--- src/rtl/ysyx_041514_pipe_skid_reg_pkg.sv ---
// rtl/ysyx_041514_pipe_skid_reg_pkg.sv - shared widths, occupancy codes and entry ops for pipeline stage registers
package ysyx_041514_pipe_skid_reg_pkg;

  // Stage widths used by instantiating stages to build DATA_W and RESET_DATA
  localparam int XLEN     = 64;
  localparam int INST_LEN = 32;
  localparam int TRAP_LEN = 4;
  localparam logic [INST_LEN-1:0] INST_NOP = 32'h0000_0013;

  localparam logic [1:0] CNT_EMPTY = 2'd0;
  localparam logic [1:0] CNT_ONE   = 2'd1;
  localparam logic [1:0] CNT_TWO   = 2'd2;

  typedef enum logic [1:0] {
    MAIN_HOLD      = 2'd0,
    MAIN_LOAD_IN   = 2'd1,
    MAIN_LOAD_SKID = 2'd2,
    MAIN_CLEAR     = 2'd3
  } main_op_e;

  function automatic logic ready_from_count(input logic [1:0] cnt);
    return cnt != CNT_TWO;
  endfunction

endpackage

--- src/rtl/ysyx_041514_pipe_entry.sv ---
// rtl/ysyx_041514_pipe_entry.sv - payload register with write enable and clear-to-bubble
module ysyx_041514_pipe_entry #(
  parameter int                DATA_W     = 96,
  parameter logic [DATA_W-1:0] RESET_DATA = {DATA_W{1'b0}}
) (
  input  logic              clk,
  input  logic              rst,
  input  logic              clr,
  input  logic              we,
  input  logic [DATA_W-1:0] d,
  output logic [DATA_W-1:0] q
);

  always_ff @(posedge clk) begin
    if (!rst || clr) begin
      q <= RESET_DATA;
    end else if (we) begin
      q <= d;
    end
  end

endmodule

--- src/rtl/ysyx_041514_pipe_skid_reg.sv ---
// rtl/ysyx_041514_pipe_skid_reg.sv - valid/ready stage register with optional skid entry and bubble payload
module ysyx_041514_pipe_skid_reg
  import ysyx_041514_pipe_skid_reg_pkg::*;
#(
  parameter int                DATA_W     = 96,
  parameter logic [DATA_W-1:0] RESET_DATA = {DATA_W{1'b0}},
  parameter bit                SKID_EN    = 1'b1
) (
  input  logic              clk,
  input  logic              rst,
  input  logic              flush_i,
  input  logic              in_valid,
  output logic              in_ready,
  input  logic [DATA_W-1:0] in_data,
  output logic              out_valid,
  input  logic              out_ready,
  output logic [DATA_W-1:0] out_data,
  output logic [1:0]        count_o
);

  logic [1:0]        count_q;
  logic [1:0]        count_d;
  main_op_e          main_op;
  logic              skid_we;
  logic              in_fire;
  logic              out_fire;
  logic [DATA_W-1:0] main_q;
  logic [DATA_W-1:0] main_d;
  logic [DATA_W-1:0] skid_q;

  assign out_valid = (count_q != CNT_EMPTY);
  assign out_data  = main_q;
  assign count_o   = count_q;
  assign in_fire   = in_valid & in_ready;
  assign out_fire  = out_valid & out_ready;

  // main always holds the head; skid only ever holds the second-oldest payload
  always_comb begin
    count_d = count_q;
    main_op = MAIN_HOLD;
    skid_we = 1'b0;
    if (flush_i) begin
      count_d = CNT_EMPTY;
      main_op = MAIN_CLEAR;
    end else begin
      case (count_q)
        CNT_EMPTY: begin
          if (in_fire) begin
            count_d = CNT_ONE;
            main_op = MAIN_LOAD_IN;
          end
        end
        CNT_ONE: begin
          if (in_fire && out_fire) begin
            main_op = MAIN_LOAD_IN;
          end else if (in_fire) begin
            if (SKID_EN) begin
              count_d = CNT_TWO;
              skid_we = 1'b1;
            end
          end else if (out_fire) begin
            count_d = CNT_EMPTY;
            main_op = MAIN_CLEAR;
          end
        end
        CNT_TWO: begin
          if (out_fire) begin
            count_d = CNT_ONE;
            main_op = MAIN_LOAD_SKID;
          end
        end
        default: begin
          count_d = CNT_EMPTY;
          main_op = MAIN_CLEAR;
        end
      endcase
    end
  end

  always_ff @(posedge clk) begin
    if (!rst) begin
      count_q <= CNT_EMPTY;
    end else begin
      count_q <= count_d;
    end
  end

  assign main_d = (main_op == MAIN_LOAD_SKID) ? skid_q : in_data;

  ysyx_041514_pipe_entry #(
    .DATA_W     (DATA_W),
    .RESET_DATA (RESET_DATA)
  ) u_main (
    .clk (clk),
    .rst (rst),
    .clr (main_op == MAIN_CLEAR),
    .we  ((main_op == MAIN_LOAD_IN) || (main_op == MAIN_LOAD_SKID)),
    .d   (main_d),
    .q   (main_q)
  );

  generate
    if (SKID_EN) begin : g_skid
      logic ready_q;

      ysyx_041514_pipe_entry #(
        .DATA_W     (DATA_W),
        .RESET_DATA (RESET_DATA)
      ) u_skid (
        .clk (clk),
        .rst (rst),
        .clr (flush_i),
        .we  (skid_we),
        .d   (in_data),
        .q   (skid_q)
      );

      // Registered ready: derived from the next occupancy, so upstream never sees a comb path
      always_ff @(posedge clk) begin
        if (!rst) begin
          ready_q <= 1'b1;
        end else begin
          ready_q <= ready_from_count(count_d);
        end
      end

      assign in_ready = ready_q;
    end else begin : g_noskid
      assign skid_q   = RESET_DATA;
      assign in_ready = !out_valid || out_ready;
    end
  endgenerate

endmodule

--- config.mk ---
export PLATFORM = sky130hd
export DESIGN_NAME = ysyx_041514_pipe_skid_reg
export DESIGN_NICKNAME = d
export VERILOG_FILES = /design/src/rtl/ysyx_041514_pipe_skid_reg_pkg.sv /design/src/rtl/ysyx_041514_pipe_entry.sv /design/src/rtl/ysyx_041514_pipe_skid_reg.sv
export SDC_FILE = /design/constraint.sdc
export NUM_CORES = 1
export LEC_CHECK = 0
export BUFFER_PORTS_ARGS = -buffer_cell sky130_fd_sc_hd__clkbuf_2
export CAP_MARGIN = 15
export CORE_AREA = 2 2 129 131
export CTS_BUF_LIST = sky130_fd_sc_hd__clkbuf_16
export DETAILED_ROUTE_END_ITERATION = 12
export DIE_AREA = 0 0 131 133
export GPL_TIMING_DRIVEN = 0
export HOLD_SLACK_MARGIN = 0.08
export PLACE_DENSITY_LB_ADDON = 0.12
export SYNTH_ARGS = -nofsm -noshare
export SYNTH_HDL_FRONTEND = slang
export SYNTH_HIERARCHICAL = 1
export SYNTH_SLANG_ARGS = --single-unit
--- constraint.sdc ---
create_clock -name clk -period 2.19 [get_ports clk]
set_input_delay 0.219 -clock clk [delete_from_list [all_inputs] [get_ports clk]]
set_output_delay 0.219 -clock clk [all_outputs]
set_load 0.05 [all_outputs]
## Word level (Yosys, flattened, before mapping)

Index checks and enable logic that the tools add are counted.

- Bitwise operators: 2
- Mux-type cells: 19
- Equal/unequal tests: 6
- Reduce and logical (&&, ||, !) cells: 7

Operators with widths:

| cell | count |
|---|---|
| $mux W96 | 1 |
| $mux W2 | 11 |
| $pmux W2 S3 | 2 |
| $eq A2 B2 Y1 const B | 3 |
| $mux W1 | 5 |
| $eq A2 B1 Y1 const B | 2 |
| $logic_or A1 B1 Y1 | 3 |
| $and A1 B1 Y1 | 2 |
| $logic_not A2 Y1 | 1 |
| $ne A2 B2 Y1 const B | 1 |
| $reduce_bool A2 Y1 | 1 |
| $logic_and A1 B1 Y1 | 1 |
| $logic_not A1 Y1 | 1 |

- Register bits after elaboration: 195
- Logic and storage cells: 38
- Output and inout port bits: 100
- Input bits: 101

## Depth between registers and ports, before layout

Gate-level depths: netlist (run 1).

- Word-level depth: 9
- Gate-level depth with buffers: 10
- Depth with buffers taken out: 7

## By module

Netlist (run 1), hierarchy kept.

Modules (own cells, without submodules):

| module | area an instance (um^2) | cells an instance | seq. area each (um^2) | instances |
|---|---|---|---|---|
| ysyx_041514_pipe_entry | 3443.3 | 311 | 1921.8 | 2 |
| ysyx_041514_pipe_skid_reg | 1591.5 | 133 | 60.1 | 1 |

## Worst setup path after synthesis (run 1)

Ideal clock, no wire load.

- Path type: register to register
- From: reg g_skid.ready_q, in the netlist in_ready
- To: reg u_main.q[92]
- Stages on the path, launching flop included: 11
- Required time: 2.070 ns
- Setup time: 0.120 ns
- Path buffers: 3
- Data arrival time: 2.326 ns
- Slack: -0.256 ns
- Period minus slack after synthesis: 2.446 ns
- Path through: dfxtp_1 > nand2_1 > a21o_1 > a221o_1 > ha_1 > buf_6 > buf_8 > buf_12 > mux2_4 > mux2i_1 > nor2_1

- Cells in the longest elaborated chain, start to end: 7
- Elaborated cells on any way between the ends: 13
- Those cells by class: 3 x eq/ne; 6 x mux; 1 x bitwise; 3 x reduce/logical

RTL lines:

| what | RTL line | RTL |
|---|---|---|
| start, declared | ysyx_041514_pipe_skid_reg.sv:104 | `logic ready_q;` |
| start signal, assigned | ysyx_041514_pipe_skid_reg.sv:123 | `ready_q <= ready_from_count(count_d);` |
| $and A1 B1 Y1 (*) | ysyx_041514_pipe_skid_reg.sv:34 | `assign in_fire = in_valid & in_ready;` |
| $mux W2 / $logic_and A1 B1 Y1 (equally long branches) | ysyx_041514_pipe_skid_reg.sv:56, ysyx_041514_pipe_skid_reg.sv:54 |  |
| $mux W2 | ysyx_041514_pipe_skid_reg.sv:54 | `if (in_fire && out_fire) begin` |
| $pmux W2 S3 (*) | ysyx_041514_pipe_skid_reg.sv:46 | `case (count_q)` |
| $mux W2 (*) | ysyx_041514_pipe_skid_reg.sv:42 | `if (flush_i) begin` |
| $eq A2 B2 Y1 (*) | ysyx_041514_pipe_skid_reg.sv:88 | `assign main_d = (main_op == MAIN_LOAD_SKID) ? skid_q : in_data;` |
| $mux W96 (*) | ysyx_041514_pipe_skid_reg.sv:88 |  |
| net main_d[92] | ysyx_041514_pipe_skid_reg.sv:28 | `logic [DATA_W-1:0] main_d;` |
| end signal, assigned | ysyx_041514_pipe_entry.sv:16 | `q <= RESET_DATA;` |
| end signal, assigned | ysyx_041514_pipe_entry.sv:18 | `q <= d;` |
| end, declared | ysyx_041514_pipe_entry.sv:11 | `output logic [DATA_W-1:0] q` |

Mark *: on every way through the listed nets, which the timed path passes. The rest lies on a longest branch.
A chain may end at the register's enable or synchronous reset.

## Worst setup path after layout (run 1)

- From: reg g_skid.ready_q, in the netlist in_ready
- To: reg u_main.q[56]

The elaborated chain is that of the path after synthesis.

==> results of run 1 <==
## cell families (layout without fill, tap and decap cells)
logic type      count (synthesis)  in the layout  share of synthesized area (%)
mux                           289            289                           37.3
flops                         195            195                           46.0
buf+inv                        56            392                           6.17
simple gates                  208            208                           9.67
compound gates                  5              5                          0.517
fa+ha+maj                       2              2                          0.295
## worst paths after layout
check	startpoint	cells past startpoint	slack [ns]	end
hold reg to reg	g_skid.u_skid/q[3]	2	0.49	g_skid.u_skid/q[3]
setup / recovery	in_ready	9	0.07	u_main/q[56]
hold / removal	in_data[43]	3	0.11	g_skid.u_skid/q[43]
setup reg to reg	in_ready	9	0.07	u_main/q[56]
## per-stage QoR
stage          cell area, um2  setup TNS (ns)  setup slack, ns  std cells  util (%)
2_1_floorplan            8480               0           0.0102        755         -
5_1_grt                 11500               0         0.000944       1311      71.3
4_1_cts                 11400               0          0.00367       1303      70.7
6_report                11500               0           0.0729       1311      71.3
3_5_place_dp             9760         -0.0309          -0.0156       1175      60.4
3_3_place_gp             9760               0           0.0265       1175      60.4
## where the power goes
group / leakage (nW) / internal (mW) / switching (mW) / total, mW
Clock: 0.328 / 2.14 / 1.36 / 3.49
Sequential: 1.58 / 3.65 / 0.0583 / 3.71
Combinational: 3.08 / 0.715 / 0.864 / 1.58
## layout by cell type, fill, tap and decap left out, types with 3 or more instances in the layout
cell           count
mux2i_1          192
bufinv_16          6
buf_8              8
clkbuf_16         17
buf_6              9
inv_6              3
buf_12             7
mux2_2            56
mux2_4            40
buf_4             19
clkbuf_2         203
nand2b_1           3
inv_1              3
clkbuf_1          10
dfxtp_1          192
clkbuf_4           5
dlygate4sd3_1     96
nor2_1           194
## state kept, by name (all words and copies together) (netlist names)
register         flops
count_o              2
in_ready             1
g_skid.u_skid/q     96
u_main/q            96
## worst reg2reg max path, cell delays in order, from the launching register on
cell     delay [ns]
dfxtp_4        0.36
nand2_4        0.05
a21o_1         0.17
a221o_1        0.36
ha_4           0.22
buf_12         0.16
buf_12         0.14
mux2_4         0.31
mux2i_2        0.18
nor2_1         0.06
## cell type report
type / count / area, um2
buffer: 54 / 539
clock buffer: 17 / 425
clock inverter: 14 / 231
fill: 1209 / 4650
inverter: 1 / 3.75
multi-input combinational: 504 / 4080
sequential: 195 / 3910
tap: 220 / 275
timing repair buffer: 306 / 2050
## metal layers
metal / up-vias / part of all wire (%) / wire length [um] / GRT usage [%]
li1: 3204 / - / - / -
met1: 2902 / 44 / 8230 / 26.6
met2: 151 / 49 / 9130 / 37.4
met3: 20 / 5.1 / 956 / 5.26
met4: 0 / 1.5 / 273 / 6.32
met5: - / 0 / 0 / 0
## timing repair
item | CTS | global route
buffers inserted | 1 | 8
gates cloned | 1 | 0
endpoints found under the setup margin | 10 | 92
pin swaps | 2 | 4
gates resized for setup | 5 | 13
hold buffers | 96 | 0
hold endpoints to repair | 96 | 0
==> impl_metrics.tcl, run 1 <==
set metrics [dict create \
    status "completed" \
    htreeDepth 4 \
    hold_violations 0 \
    total_power_mw 8.78 \
    io_buffers 200 \
    worstSetupStartpointType "flop" \
    slew_headroom_pct 65.7 \
    drv_cap 0 \
    cts.sinks 195 \
    crit_path_max_fanout 8 \
    grt_start_max_net_pins 17 \
    cts_tree "done" \
    holdWs_ns 0.108 \
    drive_gt1_share_pct 35.8 \
    antenna_cells 0 \
    gp_congestion 0.770 \
    clock_latency_ns 0.43 \
    cts_buffers 17 \
    fin_crit_sh_pct 96.7 \
    yosys_register_bits 195 \
    worstPathRequired_ns 2.50 \
    wl_per_cell_um 14.2 \
    dieArea_um2 17400 \
    crit_top_cell "buf_12" \
    yosysSeqAreaShare_pct 46.0 \
    crit_chain "nand2_4 > a21o_1 > a221o_1 > ha_4 > buf_12 > buf_12 > mux2_4 > mux2i_2 > nor2_1" \
    criticalPathCategory "reg -> reg" \
    power_density_nw_per_um2 762 \
    setup_viol 0 \
    nets 1182 \
    grtUsageTotal_pct 21.6 \
    fin_skew_ns 0.0105 \
    antenna_found_initial 0 \
    clock.fmax_mhz 472 \
    cp_slowest_cell "dfxtp_4" \
    firstDrtPassIters 7 \
    vias 6277 \
    cts_root_buffer "clkbuf_16" \
    fp.dieH_um 133 \
    async_flop_share_pct 0 \
    core_region_area_um2 16200 \
    worst_path_largest_cell_delay_ns 0.36 \
    yosys_most_used_dff "dfxtp_1" \
    crit_arrival_ns 2.43 \
    die_x_um 131 \
    synth_edf_count 0 \
    synth_area_leaders "dfxtp_1 (46%), mux2i_1 (23%), nor2_1 (8.6%), mux2_2 (7.4%), mux2_4 (7.1%)" \
    holdCritPathClass "in -> reg" \
    grt_pass1_wl_mm 30.0 \
    ir_worst_vdd_mv 0.540 \
    globalRouteOverflowTotal 0 \
    synth_top_area_share_pct 46.0 \
    synth_warnings 6 \
    synth_area_leader_cell "dfxtp_1" \
    syn2layout_area_growth_pct 35.9 \
    num_rows 47 \
    post_drt_via_cell_ratio 4.79 \
    worst_slew_pin_slew_ns 0.515 \
    hpwlAfterDp_mm 12.4 \
    crit_buf_inv 2 \
    drcViolationCount 0 \
    clk_pin_slew_ns 0.07 \
    yosysUniqueCellTypes 26 \
    p_leak_nw 4.99 \
    cts_buffer_depth 2 \
    drv_slew 0 \
    worst_setup_path_end_kind "flop" \
    drt_iter0_drc 189 \
    crit_family "compound AO/OA/AOI/OAI gates" \
    start_util_pct 52.4 \
    ant_nets 0 \
    wirelength_mm 18.6 \
    synth_common_cells "dfxtp_1 (195), nor2_1 (195), mux2i_1 (193), mux2_2 (56), mux2_4 (40)" \
    syn-cell-area_um2 8480 \
    synth.avg_cell_area_um2 11.2 \
    rsz0062_at_grt "no" \
    first_global_vias 6170 \
    fin_crit_ns 2.12 \
    io_pins 201 \
    syn-num-nets 858 \
    netlist_instances 755 \
]
Power figures use the tool's default switching activity.
==> inputs of run 2 (changes only) <==
- ABC_AREA: unset -> 1
- CORE_AREA: 2 2 129 131 -> 2 2 128 130
- DIE_AREA: 0 0 131 133 -> 0 0 130 132
==> impl_metrics.tcl, run 2 <==
set metrics [dict create \
    status "completed" \
    syn2layout_area_growth_pct 34.3 \
    setup_viol 0 \
    yosysSeqAreaShare_pct 47.3 \
    core_region_area_um2 15700 \
    fin_skew_ns 0.00765 \
    met3_usage_pct 4.67 \
    final_cell_mix "nand2_1 (397), clkbuf_2 (200), a21oi_1 (193), dfxtp_1 (193), dlygate4sd3_1 (97)" \
    worstPathRequired_ns 2.50 \
    dieArea_um2 17200 \
    synth_area_leaders "dfxtp_1 (47%), nand2_1 (18%), a21oi_1 (12%), mux2_2 (7.6%), mux2_4 (7.3%)" \
    final_common_cell "nand2_1" \
    clock.fmax_mhz 481 \
    clock_latency_ns 0.42 \
    cts_tree "done" \
    ir_worst_vdd_mv 0.524 \
    cts_buffer_depth 2 \
    worstSetupStartpointType "flop" \
    crit_top_cell "nand2_1" \
    crit_path_max_fanout 10 \
    io_pins 201 \
    holdWs_ns 0.0902 \
    cts_buffers 17 \
    wirelength_mm 20.4 \
    cts_root_buffer "clkbuf_16" \
    globalRouteOverflowTotal 0 \
    drt_iter0_drc 395 \
    grt.busiest_layer "met2" \
    io_buffers 200 \
    fin_crit_ns 2.08 \
    yosysMostFrequentCell "nand2_1" \
    fin_crit_sh_pct 95.0 \
    yosys_register_bits 195 \
    holdCritPathClass "in -> reg" \
    hold_depth 3 \
    worst_slew_pin_slew_ns 0.481 \
    grt_pass1_wl_mm 33.8 \
    worst_path_largest_cell_delay_ns 0.36 \
    hold_violations 0 \
    post_drt_via_cell_ratio 4.83 \
    grtUsageMet2_pct 40.3 \
    rsz0062_at_grt "no" \
    yosys_most_used_dff "dfxtp_1" \
    cts.sinks 195 \
    setup_tns_ns 0 \
    nets 1399 \
    clk_pin_slew_ns 0.07 \
    start_util_pct 52.6 \
    grt_start_max_net_pins 18 \
    slew_headroom_pct 68.0 \
    hpwlAfterDp_mm 13.7 \
    yosysUniqueCellTypes 19 \
    netlist_instances 980 \
    drcViolationCount 0 \
    drive_gt1_share_pct 30.1 \
    ant_nets 0 \
    synth_warnings 6 \
    reg2reg_depth 11 \
    htreeDepth 4 \
    crit_chain "inv_1 > nor2_1 > nand2_1 > o21ai_2 > ha_1 > buf_6 > buf_8 > buf_12 > mux2_4 > nand2_1 > a21oi_1" \
    drv_slew 0 \
    first_global_vias 7102 \
    synth.avg_cell_area_um2 8.43 \
    fp.dieH_um 132 \
    power_density_nw_per_um2 744 \
    synth_edf_count 0 \
    criticalPathCategory "reg -> reg" \
    worst_setup_path_end_kind "flop" \
    grt_use_met1_pct 30.8 \
    die_x_um 130 \
    cp_slowest_cell "dfxtp_2" \
    p_leak_nw 4.58 \
    synth_common_cells "nand2_1 (397), dfxtp_1 (195), a21oi_1 (193), mux2_2 (56), mux2_4 (40)" \
    gp_congestion 0.803 \
    num_rows 46 \
    syn-cell-area_um2 8260 \
    synth_area_leader_cell "dfxtp_1" \
    crit_arrival_ns 2.39 \
    grtUsageTotal_pct 24.0 \
    antenna_cells 0 \
    async_flop_share_pct 0 \
    synth_top_area_share_pct 47.3 \
    vias 7370 \
    drv_cap 0 \
    firstDrtPassIters 5 \
    antenna_found_initial 0 \
    syn-num-nets 1083 \
    wl_per_cell_um 13.4 \
]
[run 2: cell types whose count changed in the layout (fill, tap and decap cells not counted), sizes merged, moves of 3 or more]
cell and delta:
clkinv +5, mux2i -193, nand2 +394, buf +24, nand2b -3, a21oi +193, inv +10, clkbuf -15
bufinv -4, nand3 +4, nor2 -192
[run 2: critical path, delay by kind of cell (launching register included)]
kind,cells,cell delay [ns]
buffers and inverters,4,0.54
DFF,1,0.36
and+or+nand+nor,3,0.35
muxes,1,0.30
AOI/OAI and AO/OA,2,0.21
adders and majority gates,1,0.18
[run 2: layer usage]
metal	up-vias	share of wire (%)
met5	-	0
met4	0	2.1
met3	33	5.0
met2	207	48
met1	3295	45
li1	3835	-
[run 2: logic make-up (layout without fill, tap and decap cells)]
kind of cell	Yosys count	after routing	share of synthesized area, %
multiplexers	96	96	14.9
flip-flops	195	195	47.3
AND/OR/NAND/NOR	405	405	18.5
buffers and inverters	86	415	7.12
adder cells (fa/ha/maj)	2	2	0.303
AO/OA/AOI/OAI	196	196	11.9
[run 2: per-stage QoR]
step                util (%)  setup WS (ns)  power [mW]  area (um2)  std cells
floorplan                  -         0.0449        4.73        8260        980
global placement        60.7         0.0462        5.08        9530       1396
detailed placement      60.7         0.0287        5.09        9530       1396
CTS                     70.5         0.0203        8.30       11100       1525
global route            70.6         0.0182        8.57       11100       1525
finish                  70.6          0.110        8.25       11100       1525
[run 2: area by class of cell]
cell class	instances	area [um2]
multi-input combinational	699	3770
timing repair buffer	297	1970
inverter	13	51.3
clock buffer	17	425
clock inverter	15	154
buffer	73	544
tap	216	270
sequential	195	3910
fill	1247	4620
[run 2: path summary, 6_finish.rpt]
path                                   start      endpoint  slack (ns)
worst min-delay path                 flush_i      in_ready        0.09
worst max-delay path              count_o[0]  u_main/q[55]        0.11
worst min register to register  u_main/q[84]  u_main/q[84]        0.46
worst max register to register    count_o[0]  u_main/q[55]        0.11
[run 2: what timing repair did]
item                                   4_1_cts  5_1_grt
setup endpoints to repair                    0       93
endpoints found under the hold margin       98        0
hold buffers                                97        0
gates resized for setup                      0        5
setup buffers                                0        0
[run 2: power by group]
part	leakage, nW	total (mW)	internal, mW	switching (mW)
combinational	2.72	1.46	0.573	0.884
clock	0.280	3.09	1.69	1.39
sequential	1.58	3.70	3.65	0.0548
total	4.58	8.25	5.92	2.33
==> inputs of run 3 (changes only) <==
==> constraint.sdc (replaced) <==
create_clock -name clk -period 2.19 [get_ports clk]
set_input_delay 0.3285 -clock clk [delete_from_list [all_inputs] [get_ports clk]]
set_output_delay 0.3285 -clock clk [all_outputs]
set_load 0.05 [all_outputs]
==> impl_metrics.tcl, run 3 (synthesized netlist as in run 2, its figures left out) <==
set metrics [dict create \
    multi_input_area_um2 3770 \
    cts_buffer_depth 2 \
    gp_congestion 0.803 \
    fin_crit_sh_pct 93.9 \
    worstSetupStartpointType "flop" \
    hold_violations 0 \
    wl_per_cell_um 13.2 \
    power_density_nw_per_um2 798 \
    post_drt_via_cell_ratio 4.82 \
    nFillCells 1385 \
    setup_viol 0 \
    drive_gt1_share_pct 32.4 \
    dp_cells 1396 \
    clk_pin_slew_ns 0.07 \
    clock_latency_ns 0.42 \
    nets 1302 \
    cts_buffers 17 \
    grt_pass1_wl_mm 31.2 \
    hp-start "in_data[39]" \
    vias 6885 \
    status "completed" \
    worstPathRequired_ns 2.50 \
    r2r_slack_ns 0.13 \
    finalNonFillerCells 1428 \
    worst_slew_pin_slew_ns 0.480 \
    min_to "g_skid.u_skid/q[39]" \
    globalRouteOverflowTotal 0 \
    fin_crit_ns 2.06 \
    antenna_found_initial 0 \
    antenna_cells 0 \
    seq_area_um2 3910 \
    crit_chain "inv_1 > nor2_1 > nand2_1 > o21ai_1 > ha_1 > buf_6 > buf_8 > buf_12 > mux2_4 > nand2_1 > a21oi_1" \
    num_rows 46 \
    drt_iter0_drc 370 \
    timing.rr.start "count_o[0]" \
    crit_buf_inv 4 \
    wirelength_mm 18.9 \
    drv_cap 0 \
    criticalPathCategory "reg -> reg" \
    worst_setup_path_end_kind "flop" \
    final_common_cell "nand2_1" \
    fin_skew_ns 0.00511 \
    core_region_area_um2 15700 \
    fp.dieH_um 132 \
    htreeDepth 4 \
    syn2layout_area_growth_pct 22.5 \
    cts.sinks 195 \
    crit_arrival_ns 2.36 \
    hold_depth 3 \
    holdCritPathClass "in -> reg" \
    slew_headroom_pct 68.0 \
    dieArea_um2 17200 \
    drv_slew 0 \
    io_pins 201 \
    crit_top_cell "nand2_1" \
    grt_start_max_net_pins 18 \
    grtUsageTotal_pct 22.3 \
    clock.fmax_mhz 486 \
    hpwlAfterDp_mm 13.7 \
    fin_ws_ns 0.133 \
    start_util_pct 52.6 \
    cp_slowest_cell "dfxtp_2" \
    io_buffers 200 \
    ant_nets 0 \
    reg2reg_depth 11 \
    die_x_um 130 \
    cts_tree "done" \
    crit_family "buffers and inverters" \
    cts_root_buffer "clkbuf_16" \
    worst_path_largest_cell_delay_ns 0.36 \
    drcViolationCount 0 \
    rsz0062_at_grt "no" \
    firstDrtPassIters 4 \
    first_global_vias 6492 \
    cp.depth 11 \
    r2r-end "u_main/q[55]" \
    post_cts_buffers 0 \
    setup_tns_ns 0 \
    crit_path_max_fanout 10 \
    dp_slack_ns 0.0287 \
    ir_worst_vdd_mv 0.520 \
    final_cell_mix "nand2_1 (397), clkbuf_2 (200), a21oi_1 (193), dfxtp_1 (193), mux2_2 (56)" \
    p_leak_nw 4.18 \
]
==> run 3: through the flow <==
| stage | utilization (%) | instance area (um2) | hold slack, ns | power [mW] |
|---|---|---|---|---|
| after floorplan | - | 8260 | 0.433 | 4.73 |
| after global placement | 60.7 | 9530 | 0.443 | 5.08 |
| after detailed placement | 60.7 | 9530 | 0.451 | 5.09 |
| after CTS | 64.3 | 10100 | 0.132 | 8.16 |
| after global routing | 64.4 | 10100 | 0.141 | 8.42 |
| final | 64.4 | 10100 | 0.148 | 8.08 |
==> run 3: worst register-to-register path: cells and delay by family, from the launching register on <==
kind,cells,cell delay (ns)
adder cells (fa/ha/maj),1,0.19
flip-flops,1,0.36
AO/OA/AOI/OAI,2,0.24
multiplexers,1,0.31
buffers and inverters,4,0.56
AND/OR/NAND/NOR,3,0.28
==> run 3: worst max path at each step <==
stage                from            to  slack, ns
2_1_floorplan    in_ready  u_main/q[55]       0.04
3_3_place_gp   count_o[0]  u_main/q[54]       0.05
3_5_place_dp   count_o[0]  u_main/q[52]       0.03
4_1_cts        count_o[0]  u_main/q[54]       0.02
5_1_grt        count_o[1]  u_main/q[70]      0.009
6_report       count_o[0]  u_main/q[55]       0.13
==> run 3: area by class of cell <==
type / instances / area share (%)
buffer: 73 / 5.38
clock buffer: 17 / 4.20
clock inverter: 15 / 1.52
inverter: 13 / 0.507
multi-input combinational: 699 / 37.2
sequential: 195 / 38.6
tap: 216 / 2.67
timing repair buffer: 200 / 9.89
==> run 3: per-layer routing <==
layer | vias to the layer above | share of wire (%) | routed length (um) | track usage [%]
met5 | - | 0 | 0 | 0
met4 | 0 | 1.7 | 326 | 7.11
met3 | 23 | 6.5 | 1220 | 5.80
met2 | 172 | 47 | 8780 | 35.8
met1 | 3049 | 45 | 8530 | 29.4
li1 | 3641 | - | - | -
==> run 3: power by group <==
| part | switching (mW) | internal (mW) |
|---|---|---|
| logic | 0.846 | 0.461 |
| registers | 0.0532 | 3.65 |
| clock network | 1.38 | 1.69 |
| total | 2.28 | 5.80 |
==> run 3: repair_timing <==
| item | in CTS | in global routing |
|---|---|---|
| hold buffers | 0 | 0 |
| gates resized for setup | 0 | 4 |
| setup endpoints to repair | 0 | 90 |
